File: src/rtl/uart_tx_serializer.sv
// -----------------------------------------------------------------------------
// uart_tx_serializer
//   UART byte transmitter. It takes a byte on the rising edge of tx_start and
//   sends one frame on tx_pin: start bit, 8 data bits LSB first, an optional
//   parity bit, then 1 or 2 stop bits. tx_busy covers the whole frame, and
//   tx_done pulses for one cycle as tx_busy falls.
//
//   Because only the 0->1 edge of tx_start is acted on, a requester may hold
//   tx_start high until it sees tx_busy fall without causing a resend.
//
// Parameters
//   CLK_FREQ   system clock, Hz
//   BAUD_RATE  line rate, bit/s (CLK_FREQ/BAUD_RATE must be >= 2)
//   PARITY     0 none, 1 odd, 2 even
//   STOP_BITS  1 or 2
//
// Ports
//   clk       system clock
//   rst_n     asynchronous active-low reset
//   tx_start  send request (rising edge only)
//   tx_data   byte to send, sampled in the acceptance cycle
//   tx_busy   high for exactly one frame length, starting the cycle after accept
//   tx_done   one-cycle pulse in the cycle tx_busy falls
//   tx_pin    serial output, idles high
// -----------------------------------------------------------------------------
module uart_tx_serializer #(
  parameter int CLK_FREQ  = 100_000_000,
  parameter int BAUD_RATE = 115200,
  parameter int PARITY    = 0,
  parameter int STOP_BITS = 1
) (
  input  logic       clk,
  input  logic       rst_n,
  input  logic       tx_start,
  input  logic [7:0] tx_data,
  output logic       tx_busy,
  output logic       tx_done,
  output logic       tx_pin
);

  localparam int CLKS_PER_BIT = CLK_FREQ / BAUD_RATE;
  localparam int CNT_W        = (CLKS_PER_BIT > 1) ? $clog2(CLKS_PER_BIT) : 1;

  localparam logic [CNT_W-1:0] BIT_LAST  = CNT_W'(CLKS_PER_BIT - 1);
  localparam logic [2:0]       DATA_LAST = 3'd7;
  localparam logic [2:0]       STOP_LAST = 3'(STOP_BITS - 1);

  // Configuration guards, evaluated at elaboration.
  generate
    if (CLKS_PER_BIT < 2) begin : g_bad_baud
      $error("uart_tx_serializer: CLK_FREQ/BAUD_RATE must be >= 2");
    end
    if (PARITY < 0 || PARITY > 2) begin : g_bad_parity
      $error("uart_tx_serializer: PARITY must be 0, 1 or 2");
    end
    if (STOP_BITS < 1 || STOP_BITS > 2) begin : g_bad_stop
      $error("uart_tx_serializer: STOP_BITS must be 1 or 2");
    end
  endgenerate

  typedef enum logic [2:0] {
    S_IDLE,
    S_START,
    S_DATA,
    S_PAR,
    S_STOP
  } state_t;

  state_t           state;
  logic [CNT_W-1:0] baud_cnt;
  logic [2:0]       bit_idx;    // data bit index in DATA, stop bit index in STOP
  logic [7:0]       shift_reg;
  logic             par_bit;
  logic             start_d;

  logic accept;
  logic bit_end;

  // start_d resets to 1 so a tx_start held high across reset is not an edge.
  assign accept  = tx_start & ~start_d & (state == S_IDLE);
  assign bit_end = (baud_cnt == BIT_LAST);

  // Single FSM; tx_pin / tx_busy / tx_done are all registered and are loaded
  // on the transition into the state whose bit they represent, so the line
  // value changes on the same edge as the state.
  always_ff @(posedge clk or negedge rst_n) begin
    if (!rst_n) begin
      state     <= S_IDLE;
      baud_cnt  <= '0;
      bit_idx   <= '0;
      shift_reg <= '0;
      par_bit   <= 1'b0;
      start_d   <= 1'b1;
      tx_pin    <= 1'b1;
      tx_busy   <= 1'b0;
      tx_done   <= 1'b0;
    end else begin
      start_d <= tx_start;
      tx_done <= 1'b0;

      // Bit timer free-runs 0..CLKS_PER_BIT-1 whenever a frame is in flight.
      if (state != S_IDLE) begin
        baud_cnt <= bit_end ? '0 : baud_cnt + 1'b1;
      end

      case (state)
        S_IDLE: begin
          tx_pin  <= 1'b1;
          tx_busy <= 1'b0;
          if (accept) begin
            shift_reg <= tx_data;
            // Odd parity makes the total count of ones odd, even makes it even.
            par_bit   <= (PARITY == 1) ? ~^tx_data : ^tx_data;
            baud_cnt  <= '0;
            bit_idx   <= '0;
            state     <= S_START;
            tx_pin    <= 1'b0;
            tx_busy   <= 1'b1;
          end
        end

        S_START: begin
          if (bit_end) begin
            state   <= S_DATA;
            bit_idx <= '0;
            tx_pin  <= shift_reg[0];
          end
        end

        S_DATA: begin
          if (bit_end) begin
            shift_reg <= {1'b0, shift_reg[7:1]};
            if (bit_idx == DATA_LAST) begin
              bit_idx <= '0;
              if (PARITY != 0) begin
                state  <= S_PAR;
                tx_pin <= par_bit;
              end else begin
                state  <= S_STOP;
                tx_pin <= 1'b1;
              end
            end else begin
              bit_idx <= bit_idx + 3'd1;
              // Next bit is the one that will be at [0] after this shift.
              tx_pin  <= shift_reg[1];
            end
          end
        end

        S_PAR: begin
          if (bit_end) begin
            state   <= S_STOP;
            bit_idx <= '0;
            tx_pin  <= 1'b1;
          end
        end

        S_STOP: begin
          if (bit_end) begin
            if (bit_idx == STOP_LAST) begin
              state   <= S_IDLE;
              bit_idx <= '0;
              tx_busy <= 1'b0;
              tx_done <= 1'b1;
            end else begin
              bit_idx <= bit_idx + 3'd1;
            end
          end
        end

        default: begin
          state   <= S_IDLE;
          tx_pin  <= 1'b1;
          tx_busy <= 1'b0;
        end
      endcase
    end
  end

endmodule
File: config.mk
export PLATFORM = sky130hd
export DESIGN_NAME = uart_tx_serializer
export DESIGN_NICKNAME = d
export VERILOG_FILES = /design/src/rtl/uart_tx_serializer.sv
export SDC_FILE = /design/constraint.sdc
export NUM_CORES = 1
export LEC_CHECK = 0
export CORE_MARGIN = 2
export CORE_UTILIZATION = 35
export DETAILED_ROUTE_END_ITERATION = 10
export HOLD_SLACK_MARGIN = 0.1
export PLACE_DENSITY = 0.58
export SYNTH_ARGS = -nofsm -noshare
export SYNTH_HDL_FRONTEND = slang
export SYNTH_SLANG_ARGS = --single-unit
File: constraint.sdc
create_clock -name clk -period 1.87 [get_ports clk]
set_input_delay 0.2805 -clock clk [delete_from_list [all_inputs] [get_ports clk]]
set_output_delay 0.2805 -clock clk [all_outputs]
set_load 0.1 [all_outputs]
== Word level (Yosys, flattened, before mapping) ==
Cells that the tools add are included.
Cells by class
  muxes and demuxes: 35
  bitwise operators: 5
  $add $sub $neg: 2
  reduce and logical (&&, ||, !) cells: 12
  eq/ne operators: 14
Operator list (number)
  two-way mux 10 bit: 4
  two-way mux 3 bit: 13
  two-way mux 8 bit: 2
  one-hot mux 8 bit (2 select lines): 1
  one-hot mux 3 bit (5 select lines): 1
  inequality test 2 bit, second input constant: 7
  one-hot mux 3 bit (4 select lines): 1
  two-way mux 1 bit: 11
  adder 10 x 1 -> 10 bit, second input constant: 1
  equality test 10 bit, second input constant: 1
  AND reduction 7 bit: 1
  equality test 3 x 2 -> 1 bit, second input constant: 2
  equality test 3 bit, second input constant: 2
  zero test 3 bit: 2
  AND reduction 3 bit: 2
  one-hot mux 1 bit (5 select lines): 1
  AND reduction 5 bit: 1
  AND reduction 4 bit: 1
  nonzero test 4 bit: 1
  adder 3 x 1 -> 3 bit, second input constant: 1
  equality test 3 x 1 -> 1 bit, second input constant: 1
  NOT 1 bit: 3
  one-hot mux 1 bit (3 select lines): 1
  nonzero test 3 bit: 1
  5 further kinds: 6
Storage, ports and cells
  logic and storage cells: 76
  input port bits: 11
  register bits after elaboration: 28
  output and inout bits: 3

== Depth between registers and ports, before layout ==
  depth in word-level cells: 5
  mapped depth: 7
  depth with buffers taken out: 7

== Worst setup path before layout ==
Ideal clock, no wire load.
  kind: reg-to-reg
  start point: register baud_cnt[0]
  end point: register baud_cnt[8]
  setup slack: 172 ps
  library setup time: 67 ps
  path buffers: 0
  arrival time: 1632 ps
  cell stages (with the launch flop): 6
  clock period less this slack: 1698 ps
  cell sequence: dfrtp_1 ha_1 and3_1 and3_2 or4b_2 nand2_1
On the way
  word-level cells in the longest chain between the ends: 5
  elaborated cells on any way between the ends: 6
  classes of those cells: 1 x add/sub; 1 x eq/ne; 4 x mux
RTL lines
  start: declaration: line 70  | logic [CNT_W-1:0] baud_cnt;
  start signal: assignment: line 103  | baud_cnt <= bit_end ? '0 : baud_cnt + 1'b1;
  adder 10 x 1 -> 10 bit / equality test 10 bit (equally long branches): line 103, 81
  two-way mux 10 bit (*): line 103
  two-way mux 10 bit (*): line 102  | if (state != S_IDLE) begin
  two-way mux 10 bit: line 110  | if (accept) begin
  two-way mux 10 bit (*): line 106  | case (state)
Every way passes the cells marked *; elsewhere a longest branch is shown, timed or not.
A chain may end at the register's enable or synchronous reset.

== Final worst setup path ==
  start point: register baud_cnt[4]
  end point: register bit_idx[1]
On the way
  word-level cells in the longest chain between the ends: 3
  elaborated cells on any way between the ends: 5
  classes of those cells: 4 x eq/ne; 1 x reduce/logical
RTL lines
  equality test 10 bit (*): line 81  | assign bit_end = (baud_cnt == BIT_LAST);
  inequality test 2 x 1 -> 1 bit (no source line) / inequality test 2 bit (equally long branches)
  AND reduction 5 bit (no source line) (*)
  end signal: assignment: line 143  | bit_idx <= bit_idx + 3'd1;
  end signal: assignment: line 166  | bit_idx <= bit_idx + 3'd1;
  end: declaration: line 71  | logic [2:0] bit_idx;
Marks and branches as above.

==> results_dict.tcl <==
set metrics [dict create \
    timing.max_slew.rel_slack 0.748 \
    worstRegToRegCells 6 \
    final.min_clock_period_ns 1.76 \
    path_max_fanout 7 \
    postSynth.asyncResetShare 1.00 \
    rows 24 \
    type_of_origin_of_the_critical_path "register" \
    multiInputGateArea_um2 878 \
    synth_nets 189 \
    finalWorstSetupSlack_ns 0.110 \
    postLayoutCoreUtil 0.457 \
    critical_path.max_stage_delay_ns 0.42 \
    first_global_vias 1312 \
    floorplan.die_area_um2 5170 \
    die_height_um 71.9 \
    cts_tree "yes" \
    drive_above_1_share 0.221 \
    leakagePower_nw 0.873 \
    edff_count_synth 0 \
    reg2reg_to "bit_idx[1]" \
    clock_transition_at_the_registers_of_the_reported_paths_ns 0.10 \
    gr-total-overflow 0 \
    core_um2 4380 \
    timing.final.hold_violations 0 \
    ports 14 \
    netlist_instances 174 \
    tightest_slew_ns 0.377 \
    layout.area.seq_um2 703 \
    final-setup-viol-count 0 \
    worstSetupStartpoint "baud_cnt[4]" \
    syn-cell-area_um2 1610 \
    weighted_congestion_reported_at_the_end_of_routability_driven_placement 0.781 \
    synth_area_leaders "sky130_fd_sc_hd__dfrtp_1, sky130_fd_sc_hd__o21ai_0, sky130_fd_sc_hd__nand2_1" \
    layout.cells.non_filler 256 \
    global_route_wire_length_before_repair_um 6150 \
    initial_core_util 0.368 \
    fillerInstances 404 \
    worst_skew_pair.late_latency_ns 0.28 \
    finalNetCount 220 \
    finish.instance_area_um2 2010 \
    power.ir.vdd_worst_v 0.000506 \
    dp_cells 249 \
    hpwlAfterDp_um 2550 \
    timing.critical_path.arrival_ns 1.99 \
    timing.final.max_slew_violations 0 \
    status "finished clean" \
    power.total_mw 1.99 \
    root_buffer "sky130_fd_sc_hd__clkbuf_8" \
    track_usage 0.150 \
    largest_net_degree_at_the_start_of_global_routing 29 \
    wl_um 3500 \
    sequential_area_share_after_synthesis 0.436 \
    dr_total_vias 1374 \
    pre_cts_slack_ns -0.304 \
    drt-wirelength-per-cell_um 13.7 \
    yosysWarningCount 0 \
    crit_share_post_route 0.941 \
    synthesis_stage_register_bit_count 28 \
    max_freq_mhz 568 \
    post-synth-top-area-cell "sky130_fd_sc_hd__dfrtp_1" \
    yosys_most_used_dff "sky130_fd_sc_hd__dfrtp_1" \
    htreeDepth 1 \
    clock-sinks 28 \
    critical_path_required_ns 2.10 \
    r2r_setup_slack_ns 0.11 \
    yosys_cell_types 48 \
    synth.avg_cell_area_um2 9.27 \
    area.growth.synth_to_final_pct 24.4 \
    fin_worst_skew_ns 0.00631 \
    place_area_um2 1900 \
    largest_register_ffs 10 \
    antenna_cells 0 \
    power_per_cell_area_nw_per_um2 992 \
    worst-setup-path-type "reg -> reg" \
    grt_setup_unrepaired "false" \
    timing.critical_path.buf_inv 1 \
    cts_inserted_buffers 3 \
    cpMaxStageDelayCell "sky130_fd_sc_hd__or3_4" \
    detail_route.vias_per_cell 5.37 \
    detail_route.first_pass.iterations 4 \
    cells_traversed_along_the_worst_timing_path "or3_4 > nor3_4 > buf_4 > nand2_1 > a21oi_1 > o221a_2" \
    ctsHoldBuffers 0 \
    ctsLongestPathBuffers 2 \
    critical_path.top_delay_family "simple AND/OR/NAND/NOR gates" \
    dr.first_iter.drc_count 78 \
    placement.io_buffers 13 \
    antenna_left 0 \
    fp.dieW_um 71.9 \
    synth_top_area_share 0.403 \
    crit-reg2reg-launch "baud_cnt[4]" \
    endpoint_kind "register" \
    antenna_violations_before_repair 0 \
    max-cap-violations 0 \
    hold_path.class "in -> async" \
    drc 0 \
]
==> power breakdown <==
part           internal, mW  total [mW]  switching, mW
logic                 0.323       0.733          0.410
registers             0.752       0.871          0.119
clock network         0.189       0.386          0.197
total                  1.26        1.99          0.726
==> routing by layer <==
layer  up-vias  wire length, µm  GRT usage
met5         -                0          0
met4         0               64     0.0545
met3         6              127     0.0225
met2        21             1690      0.242
met1       666             1610      0.204
li1        681                -          -
==> worst register-to-register path: cells and delay by family (launching register included) <==
kind | cells | cell delay [ns]
AND/OR/NAND/NOR | 3 | 0.69
buffers and inverters | 1 | 0.20
AO/OA/AOI/OAI | 2 | 0.43
flip-flops | 1 | 0.39
==> worst max path at each step <==
stage	end	slack, ns	cells past startpoint
2_1_floorplan	baud_cnt[8]	0.17	5
3_3_place_gp	shift_reg[3]	-0.26	5
3_5_place_dp	shift_reg[5]	-0.30	5
4_1_cts	baud_cnt[7]	0.02	7
5_1_grt	bit_idx[1]	0.02	6
6_report	bit_idx[1]	0.11	6
==> cells in the final DEF (no fill, tap or decap), drive strengths merged, types with 2 or more instances in the layout <==
master         count
nand2             25
or3                3
inv                5
clkdlybuf4s50     10
clkbuf             4
nand4              2
nand3              2
nor3               2
dfrtp             26
o21ai             27
nand3b             2
nand2b             2
o31ai              3
a21oi              7
and3               4
mux2i              8
nor2b              3
nor2              19
buf               23
dfstp              2
o22ai              2
ha                 4
==> synthesized netlist by cell type (2+ instances only) <==
library cell and n:
sky130_fd_sc_hd__dfrtp_1 26, sky130_fd_sc_hd__nand2_1 25, sky130_fd_sc_hd__o21ai_0 25, sky130_fd_sc_hd__nor2_1 18
sky130_fd_sc_hd__mux2i_1 8, sky130_fd_sc_hd__a21oi_1 6, sky130_fd_sc_hd__inv_1 5, sky130_fd_sc_hd__ha_1 4
sky130_fd_sc_hd__buf_2 3, sky130_fd_sc_hd__nor2b_1 3, sky130_fd_sc_hd__and3_1 2, sky130_fd_sc_hd__and3_2 2
sky130_fd_sc_hd__buf_6 2, sky130_fd_sc_hd__clkbuf_1 2, sky130_fd_sc_hd__dfstp_2 2, sky130_fd_sc_hd__nand2b_1 2
sky130_fd_sc_hd__nand3_1 2, sky130_fd_sc_hd__nand3b_1 2, sky130_fd_sc_hd__nand4_1 2, sky130_fd_sc_hd__o21ai_1 2
sky130_fd_sc_hd__o22ai_1 2, sky130_fd_sc_hd__o31ai_1 2, sky130_fd_sc_hd__or3_1 2
==> kinds of logic after synthesis <==
family / synth area share
adders and majority gates: 0.0310
AOI/OAI and AO/OA: 0.196
muxes: 0.0497
DFF: 0.436
buffers and inverters: 0.0396
xor gates and xnor gates: 0.00543
and+or+nand+nor: 0.243
==> what timing repair did <==
| action | in CTS | in global routing |
|---|---|---|
| setup buffers | 1 | 2 |
| pin swaps | 1 | 2 |
| setup endpoints to repair | 9 | 16 |
| resized for setup | 1 | 5 |
==> per-stage QoR <==
step                hold WS (ns)  TNS, ns
floorplan                -0.0151        0
detailed placement         0.470    -2.18
CTS                        0.388        0
finish                     0.369        0
global placement           0.463    -1.92
global route               0.424        0
==> area by class of cell <==
class,instances,area share
Clock buffer,4,0.0274
Tap cell,52,0.0324
Inverter,5,0.00936
Sequential cell,28,0.351
Multi-Input combinational cell,134,0.438
Timing Repair Buffer,33,0.142
No activity file was read; power rests on OpenSTA's default activity.
